`src/rtl/bram_pkg.sv`:
```
// Shared types for the BRAM stream reader.
package bram_pkg;

  typedef enum logic [1:0] {
    IDLE  = 2'd0,
    RUN   = 2'd1,
    DRAIN = 2'd2
  } state_t;

endpackage

```
`src/rtl/stream_skid2.sv`:
```
// Two-entry fall-through buffer: a word pushed into an empty buffer is visible
// on data_out in the same cycle, so the read pipeline adds no extra stage.
module stream_skid2 #(
  parameter int data_width = 16
) (
  input  logic                  clk,
  input  logic                  rst,
  input  logic                  push,
  input  logic [data_width-1:0] data_in,
  input  logic                  last_in,
  input  logic                  pop,
  output logic [data_width-1:0] data_out,
  output logic                  last_out,
  output logic                  valid,
  output logic [1:0]            count
);

  logic [data_width-1:0] mem_q [2];
  logic                  last_q [2];
  logic                  wr_q;
  logic                  rd_q;
  logic [1:0]            count_q;
  logic                  pop_ok;

  assign valid  = (count_q != 2'd0) || push;
  assign pop_ok = pop && valid;
  assign count  = count_q;

  always_comb begin
    data_out = '0;
    last_out = 1'b0;
    if (count_q == 2'd0) begin
      if (push) begin
        data_out = data_in;
        last_out = last_in;
      end
    end else begin
      data_out = mem_q[rd_q];
      last_out = last_q[rd_q];
    end
  end

  // Pointers advance together on a bypassed push+pop, keeping wr == rd when empty.
  always_ff @(posedge clk or posedge rst) begin
    if (rst) begin
      mem_q[0]  <= '0;
      mem_q[1]  <= '0;
      last_q[0] <= 1'b0;
      last_q[1] <= 1'b0;
      wr_q      <= 1'b0;
      rd_q      <= 1'b0;
      count_q   <= 2'd0;
    end else begin
      if (push) begin
        mem_q[wr_q]  <= data_in;
        last_q[wr_q] <= last_in;
        wr_q         <= ~wr_q;
      end
      if (pop_ok) begin
        rd_q <= ~rd_q;
      end
      count_q <= count_q + {1'b0, push} - {1'b0, pop_ok};
    end
  end

endmodule

```
`src/rtl/bram_stream_reader.sv`:
```
// Streams a burst of BRAM words onto a valid/ready interface.
// state | meaning: IDLE wait for start; RUN issue reads and deliver; DRAIN done pulse
module bram_stream_reader
  import bram_pkg::*;
#(
  parameter int addr_width = 8,
  parameter int data_width = 16
) (
  input  logic                  clk,
  input  logic                  rst,
  input  logic                  start,
  input  logic [addr_width-1:0] base_addr,
  input  logic [addr_width:0]   length,
  output logic [addr_width-1:0] raddr,
  input  logic [data_width-1:0] rdata,
  output logic                  out_valid,
  input  logic                  out_ready,
  output logic [data_width-1:0] out_data,
  output logic                  out_last,
  output logic                  busy,
  output logic                  done
);

  localparam logic [addr_width:0]   CNT_ZERO = '0;
  localparam logic [addr_width:0]   CNT_ONE  = {{addr_width{1'b0}}, 1'b1};
  localparam logic [addr_width-1:0] ADDR_ONE = {{(addr_width-1){1'b0}}, 1'b1};

  state_t                state_q, state_d;
  logic [addr_width-1:0] addr_q, addr_d;
  logic [addr_width:0]   issue_q, issue_d;
  logic [addr_width:0]   deliver_q, deliver_d;
  logic                  infl_q, infl_d;
  logic                  infl_last_q, infl_last_d;
  logic [addr_width-1:0] raddr_q;
  logic                  issue;
  logic                  pop;
  logic [1:0]            buf_count;
  logic                  buf_valid;
  logic [2:0]            occ;

  stream_skid2 #(.data_width(data_width)) u_skid (
    .clk      (clk),
    .rst      (rst),
    .push     (infl_q),
    .data_in  (rdata),
    .last_in  (infl_last_q),
    .pop      (pop),
    .data_out (out_data),
    .last_out (out_last),
    .valid    (buf_valid),
    .count    (buf_count)
  );

  assign out_valid = buf_valid;
  assign pop       = buf_valid && out_ready;
  assign occ       = {1'b0, buf_count} + {2'b00, infl_q};
  assign raddr     = issue ? addr_q : raddr_q;
  assign busy      = (state_q != IDLE);
  assign done      = (state_q == DRAIN);

  always_comb begin
    state_d     = state_q;
    addr_d      = addr_q;
    issue_d     = issue_q;
    deliver_d   = deliver_q;
    issue       = 1'b0;
    infl_last_d = 1'b0;
    case (state_q)
      IDLE: begin
        if (start) begin
          addr_d    = base_addr;
          issue_d   = length;
          deliver_d = length;
          state_d   = (length == CNT_ZERO) ? DRAIN : RUN;
        end
      end
      RUN: begin
        // Occupancy after this cycle must leave room for the word a new read returns.
        if ((issue_q != CNT_ZERO) && (occ <= (3'd1 + {2'b00, pop}))) begin
          issue       = 1'b1;
          addr_d      = addr_q + ADDR_ONE;
          issue_d     = issue_q - CNT_ONE;
          infl_last_d = (issue_q == CNT_ONE);
        end
        if (pop) begin
          deliver_d = deliver_q - CNT_ONE;
          if (deliver_q == CNT_ONE) begin
            state_d = DRAIN;
          end
        end
      end
      DRAIN:   state_d = IDLE;
      default: state_d = IDLE;
    endcase
    infl_d = issue;
  end

  always_ff @(posedge clk or posedge rst) begin
    if (rst) begin
      state_q     <= IDLE;
      addr_q      <= '0;
      issue_q     <= '0;
      deliver_q   <= '0;
      infl_q      <= 1'b0;
      infl_last_q <= 1'b0;
      raddr_q     <= '0;
    end else begin
      state_q     <= state_d;
      addr_q      <= addr_d;
      issue_q     <= issue_d;
      deliver_q   <= deliver_d;
      infl_q      <= infl_d;
      infl_last_q <= infl_last_d;
      raddr_q     <= raddr;
    end
  end

endmodule

```
`config.mk`:
```
export PLATFORM = sky130hd
export DESIGN_NAME = bram_stream_reader
export DESIGN_NICKNAME = d
export VERILOG_FILES = /design/src/rtl/bram_pkg.sv /design/src/rtl/stream_skid2.sv /design/src/rtl/bram_stream_reader.sv
export SDC_FILE = /design/constraint.sdc
export NUM_CORES = 1
export LEC_CHECK = 0
export CAP_MARGIN = 20
export CORE_MARGIN = 2
export CORE_UTILIZATION = 54
export CTS_CLUSTER_DIAMETER = 200
export CTS_CLUSTER_SIZE = 10
export DETAILED_ROUTE_END_ITERATION = 6
export PLACE_DENSITY = 0.8
export SLEW_MARGIN = 30
export SYNTH_ARGS = -nofsm -noshare
export SYNTH_HDL_FRONTEND = slang
export SYNTH_HIERARCHICAL = 1
export SYNTH_SLANG_ARGS = --single-unit
```
`constraint.sdc`:
```
create_clock -name clk -period 4.4 [get_ports clk]
set_input_delay 0.66 -clock clk [delete_from_list [all_inputs] [get_ports clk]]
set_output_delay 0.66 -clock clk [all_outputs]
set_load 0.005 [all_outputs]
```
==> results by group <==
Drt
  – 1st-iter DRT viols: 98
  – Vias/cell: 5.78
  – Detailed Routing Iterations Pass 1: 4
  – Post-Route WL: 9010 µm
  – Detail Route Antenna Nets: 0
  – Wire per inst: 16.0 µm
  – DRC violations left: 0
  – Vias after detailed routing: 3255

Synth
  – Post-Synth Adder-Cell Area: 3.50%
  – Netlist cell types: 48
  – Synth top area cells: dfrtp_1 46%, mux2_2 8.7%, a21oi_1 6.2%
  – Synthesized area per cell: 10.3 µm²
  – Ys flop type: dfrtp_1
  – Mapped Nets: 450
  – Synth Area in Compound Gates: 16.5%
  – Syn Std Cell Area: 0.00415 mm²
  – Sequential area share after synthesis: 45.9%
  – Simple-Gate Fraction of Synth Area: 11.8%
  – Gate Count Post-Synth: 402
  – Synth Warn #: 6
  – Largest family of logic cells by synthesized area: multiplexers
  – Mux contribution to synthesized area: 16.7%
  – Share of Yosys cell area claimed by the top area cell type: 45.9%
  – Ys async rst share: 100%
  – Post-Synth XOR/XNOR Area: 0.845%
  – EDFF count, synth: 0
  – Synth Register Bits: 76
  – Synth area leader: dfrtp_1

Critical path
  – Crit path max-delay family: simple AND/OR/NAND/NOR gates
  – Buf/Inv on CP: 2
  – Critical path startpoint category: register
  – CP Cell Sequence: or3_1, nand2_1, inv_1, fa_1, or3_1, a32oi_1, nor2_4, mux2_2, clkdlybuf4s50_1
  – CP max-delay cell: fa_1
  – Kind of critical path: register to primary output
  – CP arrival: 3.54 ns
  – Reg-to-reg slack, setup: 0.96 ns
  – Worst Setup End Kind: primary output
  – Data required, critical path: 3.74 ns
  – Worst r2r path cells: 10
  – Critical-path maximum fanout: 11
  – Reg-to-Reg End: addr_q[0]
  – Critical path's largest stage delay: 0.50 ns
  – Launching point of the worst reg2reg path: infl_q
  – Most common cell on crit path: or3_1

Global routing
  – Initial antenna violation count: 0
  – Number of global-route vias before repair: 3307
  – Grt ovf: 0
  – M2 GR Usage: 37.7%
  – M3 GR Usage: 2.63%
  – Global-route wire length before repair: 15300 µm
  – GRT Total Usage: 22.6%
  – Met1 Resource Use GR: 29.3%
  – Gr busiest metal: met2
  – Largest net degree at the start of global routing: 45

Die
  – Die width: 91.6 µm
  – Core ar.: 0.00733 mm²
  – I/O pin cnt: 65
  – Die H: 91.6 µm
  – Die footprint: 0.00840 mm²
  – Row count: 31
  – Initial Util: 56.6%

Cells and area
  – Fillers: 569
  – Post-Layout Cell Count: 563
  – Ant diodes: 0
  – Layout cells sized above 1: 16.4%
  – Synth-to-layout area growth: 21.6%
  – Fin nets: 507

Power and ir drop
  – Static Leak: 2.18 nW
  – Maximum vdd drop: 479 µV
  – Final Power: 4.43 mW
  – PD cells: 879 mW/mm²

Timing
  – Fmax: 0.238 GHz
  – Pins Over Slew Limit: 0
  – Slew margin rel.: 32.4%
  – Measured slew at the worst slew-check pin: 1.01 ns
  – RSZ-0062 raised after global routing: false
  – Final WS setup: 0.199 ns
  – Final clock skew: 0.00623 ns
  – Final hold viol count: 0
  – Tmin final: 4.20 ns
  – Setup Viol. Count Final: 0
  – Final period utilization: 95.5%

Place
  – Dpl cells: 547
  – Detailed placer's ending HPWL: 6090 µm
  – GPL Wtd Cong: 0.849
  – DP Worst Slack: -0.0575 ns
  – PortBufs: 64

CTS
  – Number of H-tree levels: 3
  – Root buf cell: clkbuf_8
  – Post-CTS setup buffers: 0
  – CTS buffer count: 9
  – Reg clk slew, reported paths: 0.08 ns
  – CTS Hold Buffers Added: 0
  – CTS sink cnt: 76
  – Clk Latency, worst-skew pair: 0.34 ns
  – CTS tree: built
  – Longest Clk Path Bufs: 2
  – Post-CTS sizing: 1

Flow run
  – # Max-Cap Violations: 0

Min path
  – Hold Path Cell Cnt: 1
  – Hold_sp: raddr_q[3]
  – Hold endpoint: raddr_q[3]
  – Hold crit path type: register to register

Status
  – Status: completed
where the power goes:
group          switching [mW]  total [mW]  leakage, nW  internal (mW)
sequential              0.303        1.36        0.878           1.06
clock                   0.252       0.544        0.102          0.291
combinational            1.20        2.53         1.20           1.34
total                    1.75        4.43         2.18           2.68
layout by cell type, fill, tap and decap left out, drive strengths merged, types with 4 or more instances in the layout:
cell type / instances
a21oi: 51
o21a: 4
mux2i: 18
ha: 10
mux2: 42
o21ai: 15
nand3: 6
a31oi: 6
nand2b: 4
or3: 5
a211oi: 17
nor4: 5
nand2: 32
clkdlybuf4s50: 64
nor3: 9
buf: 7
clkbuf: 12
nor2: 20
inv: 18
dfrtp: 76
o22ai: 8
metal layers:
metal / wire (µm) / share of wire (%)
met1: 4020 / 45
met2: 4460 / 49
met3: 340 / 3.8
met4: 184 / 2.0
met5: 0 / 0
registers in the layout, summed over array words and instances (netlist names), 2 cells and up:
signal / cells
u_skid/mem_q: 32
deliver_q: 9
issue_q: 9
addr_q: 8
raddr_q: 8
state_q: 2
u_skid/count: 2
u_skid/last_q: 2
how the worst max path moves through the flow:
stage,startpoint,endpoint,depth (start not counted)
after detailed placement,out_ready,raddr[0],9
final,infl_q,raddr[2],9
after CTS,infl_q,raddr[2],9
after global routing,infl_q,raddr[2],9
after global placement,out_ready,raddr[1],9
after floorplan,infl_q,raddr[0],10
Yosys cell counts (2+ instances only):
cell      number
xnor2_1        3
nand3_1        6
and2_1         2
mux2_4        10
nor3_1         8
dfrtp_1       76
nor4_1         5
or3_1          3
clkbuf_1       9
a211oi_1      17
mux2_2        32
buf_6          2
inv_1         18
nor2_1        20
nand4_1        2
nor2b_1        2
nor4b_1        2
nand2b_1       4
o21a_1         4
nand2_1       31
a22oi_1        3
buf_4          4
or3_4          2
o22a_1         2
and3_1         2
mux2i_1       18
buf_2          9
a21oi_1       51
ha_1          10
a21o_1         2
o21ai_0       14
o22ai_1        8
a31oi_1        6
kinds of logic after synthesis:
logic type,count (synthesis)
AO/OA/AOI/OAI,113
AND/OR/NAND/NOR,95
flip-flops,76
multiplexers,60
buffers and inverters,43
adder cells (fa/ha/maj),11
XOR/XNOR,4
final cells by class:
class                   count  area [µm²]  area share, %
repair buffers             71         693           13.7
multi-input cells         283        2050           40.7
clock inverters             4        47.5          0.943
flip-flops and latches     76        1900           37.7
clock buffers              12         155           3.08
well taps                  99         124           2.46
inverters                  18        67.6           1.34
metrics by stage:
step / area, µm² / utilization, % / hold slack [ns] / TNS (ns)
after floorplan: 4150 / - / 0.470 / 0
after global placement: 4830 / 65.9 / 0.481 / 0
after detailed placement: 4830 / 65.9 / 0.486 / -0.393
after CTS: 5040 / 68.7 / 0.504 / 0
after global routing: 5040 / 68.8 / 0.512 / 0
final: 5040 / 68.8 / 0.501 / 0
Power figures use the tool's default switching activity.
==> RTL edit 1 (config.mk and constraints unchanged) <==
`data_width` is set to 16 in 2 places; all go to 14.
--- a/src/rtl/stream_skid2.sv
+++ b/src/rtl/stream_skid2.sv
@@ -3,3 +3,3 @@
 module stream_skid2 #(
-  parameter int data_width = 16
+  parameter int data_width = 14
 ) (
--- a/src/rtl/bram_stream_reader.sv
+++ b/src/rtl/bram_stream_reader.sv
@@ -6,3 +6,3 @@
   parameter int addr_width = 8,
-  parameter int data_width = 16
+  parameter int data_width = 14
 ) (
Interface: changed (resized out_data and rdata); port bits go from 65 to 61. The function was not compared with the original's and may differ.
==> RTL edit 1 against the unedited design <==
Synthesized cell count is 3.5% lower; final area shrank 5.3%; synthesized area is 5.4% lower; global-route usage is 0.35 points lower; combinational power down 6%; worst setup slack got worse by 0.11 ns; critical path depth unchanged; clock skew grew 0.0017 ns; total power decreased by 5.0%; sequential cell count fell by 4; routed wire length down 4.7%; critical endpoint is now raddr[1]; largest power group unchanged.
==> RTL edit 1: results (changes against the unedited design) <==
Status
  • Status: completed (unchanged)

Logic synthesis
  • Top cells by area, synth: dfrtp_1 (46%), mux2_2 (11%), a21oi_1 (6.3%) (was dfrtp_1 (46%), mux2_2 (8.7%), a21oi_1 (6.2%))
  • Cell variety after synth: 47 (was 48)
  • Synth Area in Adders: 0.03700 (was 0.03500)
  • Syn_area_per_cell: 10.11 sq um (was 10.31 sq um)
  • Syn Nets: 434 (was 450)
  • Post-synthesis sequential area ratio: 0.4593 (was 0.4587)
  • Post-Synth XOR/XNOR Area: 0.008931 (was 0.008449)
  • Complex-gate fraction of the synthesized area: 0.1665 (was 0.1648)

Global routing
  • First-pass GRT wire length: 13810 um (was 15300 um)
  • Met3 GRT Util: 0.03970 (was 0.02629)
  • Vias in the first global route: 3042 (was 3307)
  • Met2 Use GR: 0.3670 (was 0.3775)
  • M1 GR Usage: 0.2882 (was 0.2932)

Clock network
  • Post_cts resized: 2 (was 1)

Layout
  • Top Registers: u_skid/mem_q x28, deliver_q x9, issue_q x9 (was u_skid/mem_q x32, deliver_q x9, issue_q x9)
  • Fin cells: 543 (was 563)
  • NumNets Final: 486 (was 507)
  • Share of cells above drive strength 1: 0.1532 (was 0.1638)

Route
  • Met3 routed wirelength: 398 um (was 340 um)
  • Met1 wire length: 3677 um (was 4024 um)
  • DRT iter0 DRCs: 140 (was 98)

Min path
  • Hold Crit Endpoint: raddr_q[4]$_DFF_PP0_ (was raddr_q[3]$_DFF_PP0_)
  • Min-delay src: raddr_q[4]$_DFF_PP0_ (was raddr_q[3]$_DFF_PP0_)

STA
  • Setup Skew: 0.007910 ns (was 0.006227 ns)
  • Worst-margin pin slew: 0.8986 ns (was 1.014 ns)
  • Hold slack: 0.5008 ns (was 0.5007 ns)

Placed design
  • Pre-CTS setup slack: -0.1929 ns (was -0.05750 ns)
  • GP Congestion: 0.8486 (was 0.8491)
  • Port bufs: 60 (was 64)
  • Placed insts: 528 (was 547)
  • Dpl hpwl: 5822 um (was 6086 um)

Pwr
  • Switching share of power: 0.3965 (was 0.3951)
  • Pwr per Cell Area: 882.5 mW/mm^2 (was 879.2 mW/mm^2)
  • Seq pwr: 1280 uW (was 1360 uW)
  • Combinational power: 2390 uW (was 2530 uW)
  • LEAKAGE: 0.002038 uW (was 0.002182 uW)
  • Maximum vdd ir drop: 0.4668 mV (was 0.4790 mV)

Critical path
  • Worst EP arrival: 3.65 ns (was 3.54 ns)
  • Reg2reg path depth: 9 (was 10)
==> RTL edit 1: cell count changes in the layout (fill, tap and decap cells not counted), moves of 4 or more <==
cell and delta:
mux2_2 +6, mux2_4 -10, clkdlybuf4s50_1 -4, dfrtp_1 -4
==> RTL edit 1: cell type report <==
type / count / area, sq um
Tap cell: 99 / 123.9
Fill cell: 576 / 2362
Clock inverter: 4 / 70.07
Multi-Input combinational cell: 273 / 1934
Timing Repair Buffer: 66 / 645.6
Inverter: 18 / 67.56
Sequential cell: 72 / 1802
Clock buffer: 11 / 131.4
==> RTL edit 1: how the worst max path moves through the flow <==
stage	startpoint	endpoint	slack [ns]	depth (start not counted)
after global placement	out_ready	raddr[4]	0.002	9
final	infl_q$_DFF_PP0_	raddr[1]	0.09	9
after detailed placement	out_ready	raddr[1]	-0.19	9
after global routing	infl_q$_DFF_PP0_	raddr[1]	-0.04	9
after CTS	infl_q$_DFF_PP0_	raddr[1]	0.09	9
after floorplan	infl_q$_DFF_PP0_	raddr[0]	1.01	10
==> RTL edit 2 (same settings) <==
Made on the original files. Encoding of `state_t`: now one-hot (3 bits for 3 states).
--- a/src/rtl/bram_pkg.sv
+++ b/src/rtl/bram_pkg.sv
@@ -3,6 +3,6 @@
 
-  typedef enum logic [1:0] {
-    IDLE  = 2'd0,
-    RUN   = 2'd1,
-    DRAIN = 2'd2
+  typedef enum logic [2:0] {
+    IDLE  = 3'b001,
+    RUN   = 3'b010,
+    DRAIN = 3'b100
   } state_t;
Formal check against the unedited RTL: no difference found for any inputs over 4 cycles, from zero or initial values and one cycle with rst high; so few cycles prove little.
==> RTL edit 2 against the unedited design <==
Sequential cell count increased by 1; routed wire length is 2.1% lower; synthesized area grew 0.78%; total power decreased by 16%; combinational power down 28%; final area is 0.97% higher; clock power increased by 2%; critical path depth is the same; worst setup slack improved by 0.074 ns; worst hold slack worse by 0.014 ns.
==> RTL edit 2: results (changes against the unedited design) <==
Route
  • DRT iter0 DRCs: 118 (was 98)
  • Drt via density: 5.730 (was 5.782)
  • Routed WL: 8820 um (was 9009 um)
  • Drt wl/cell: 15.67 um (was 16.00 um)

Logic synthesis
  • Post-synthesis sequential area ratio: 0.4614 (was 0.4587)
  • Cell variety after synth: 56 (was 48)
  • Top cells by area, synth: dfrtp_1 (46%), mux2_2 (8.6%), a21oi_1 (5.4%) (was dfrtp_1 (46%), mux2_2 (8.7%), a21oi_1 (6.2%))
  • Synth Instances: 399 (was 402)
  • Syn Nets: 447 (was 450)
  • Synth cell count leaders: dfrtp_1 (76), a21oi_1 (45), mux2_2 (32), nor2_1 (26), nand2_1 (25) (was dfrtp_1 (76), a21oi_1 (51), mux2_2 (32), nand2_1 (31), nor2_1 (20))
  • Yosys warnings: 6 (unchanged)

Global routing
  • Largest net degree at the start of global routing: 47 (was 45)
  • Total global-route track usage: 0.2225 (was 0.2256)
  • First-pass GRT wire length: 15070 um (was 15300 um)
  • Vias in the first global route: 3258 (was 3307)

Status
  • Status: completed (unchanged)

Critical path
  • CP Max Fanout: 10 (was 11)
  • Worst EP arrival: 3.47 ns (was 3.54 ns)
  • Crit-path max cell delay: 0.54 ns (was 0.50 ns)

STA
  • Slew headroom: 0.5584 (was 0.3240)
  • Setup Skew: 0.008946 ns (was 0.006227 ns)

Clock network
  • Post_cts resized: 0 (was 1)
  • Bufs on Longest Clock Path: 2 (unchanged)
  • Setup Fix Bufs, Post-CTS: 0 (unchanged)

Placed design
  • Dpl hpwl: 5999 um (was 6086 um)
  • Port bufs: 64 (unchanged)
  • GP Congestion: 0.8370 (was 0.8491)

Pwr
  • LEAKAGE: 0.002146 uW (was 0.002182 uW)
  • Pint: 2357 uW (was 2682 uW)
  • Maximum vdd ir drop: 0.3586 mV (was 0.4790 mV)

Layout
  • Top Registers: u_skid/mem_q x32, deliver_q x9, issue_q x9 (unchanged)
  • Filler Cells Inserted: 598 (was 569)
  • NumNets Final: 504 (was 507)
  • Share of cells above drive strength 1: 0.1800 (was 0.1638)
RTL edit 2: cell count changes in the layout (fill, tap and decap cells not counted), sizes merged, moves of 6 or more:
| cell | change |
|---|---|
| a21oi | -6 |
| nand2 | -6 |
| nor2 | +6 |
| o21ai | +6 |
| o22ai | -7 |
RTL edit 2: power groups by stage:
| stage | registers (uW) | logic, uW | clock network, uW |
|---|---|---|---|
| 2_1_floorplan | 1240 | 1230 | 0 |
| 3_3_place_gp | 1330 | 1750 | 0 |
| 3_5_place_dp | 1350 | 1810 | 0 |
| 4_1_cts | 1330 | 1820 | 568 |
| 5_1_grt | 1390 | 2010 | 606 |
| 6_report | 1340 | 1810 | 555 |
RTL edit 2: metal layers:
metal  wire [um]  GRT usage  vias up
met5           0          0        -
met4         137    0.09453        0
met3         389    0.03451        9
met2        4252     0.3775       83
met1        4041     0.2842     1573
li1            -          -     1561
RTL edit 2: worst paths after layout:
kind,cells after the start,from,to,slack (ns)
setup / recovery,9,infl_q$_DFF_PP0_,raddr[7],0.27
hold / removal,1,issue_q[8]$_DFFE_PP0P_,infl_last_q$_DFF_PP0_,0.49
setup reg to reg,9,infl_q$_DFF_PP0_,issue_q[1]$_DFFE_PP0P_,1.59
hold reg to reg,1,issue_q[8]$_DFFE_PP0P_,infl_last_q$_DFF_PP0_,0.49
max in group asynchronous,3,rst,u_skid/mem_q[2]$_DFFE_PP0P_,3.06
min in group asynchronous,2,rst,raddr_q[0]$_DFF_PP0_,0.53
RTL edit 2: cells by family (layout without fill, tap and decap cells):
kind of cell,Yosys count,in the layout,share of synthesized area
multiplexers,60,60,0.1653
adder cells (fa/ha/maj),11,11,0.03473
flip-flops,77,77,0.4614
buffers and inverters,40,102,0.04581
XOR/XNOR,4,4,0.008385
AO/OA/AOI/OAI,110,110,0.1632
AND/OR/NAND/NOR,97,97,0.1213
RTL edit 2: metrics by stage:
stage / setup WS [ns] / cell area, sq um / hold WS, ns / util / total power (uW)
finish: 0.2730 / 5092 / 0.4869 / 0.6694 / 3704
detailed placement: 0.2122 / 4876 / 0.4550 / 0.6410 / 3159
CTS: 0.1001 / 5086 / 0.4834 / 0.6686 / 3722
global route: 0.02224 / 5092 / 0.5070 / 0.6694 / 4001
floorplan: 1.059 / 4179 / 0.4313 / - / 2464
global placement: 0.2926 / 4870 / 0.4592 / 0.6401 / 3084
RTL edit 2: area by class of cell:
| type | instances | area [sq um] | area share |
|---|---|---|---|
| multi-input cells | 282 | 2076 | 0.4076 |
| flip-flops and latches | 77 | 1929 | 0.3789 |
| repair buffers | 71 | 693.2 | 0.1361 |
| clock buffers | 11 | 151.4 | 0.02973 |
| well taps | 102 | 127.6 | 0.02506 |
| clock inverters | 5 | 58.81 | 0.01155 |
| inverters | 15 | 56.30 | 0.01106 |
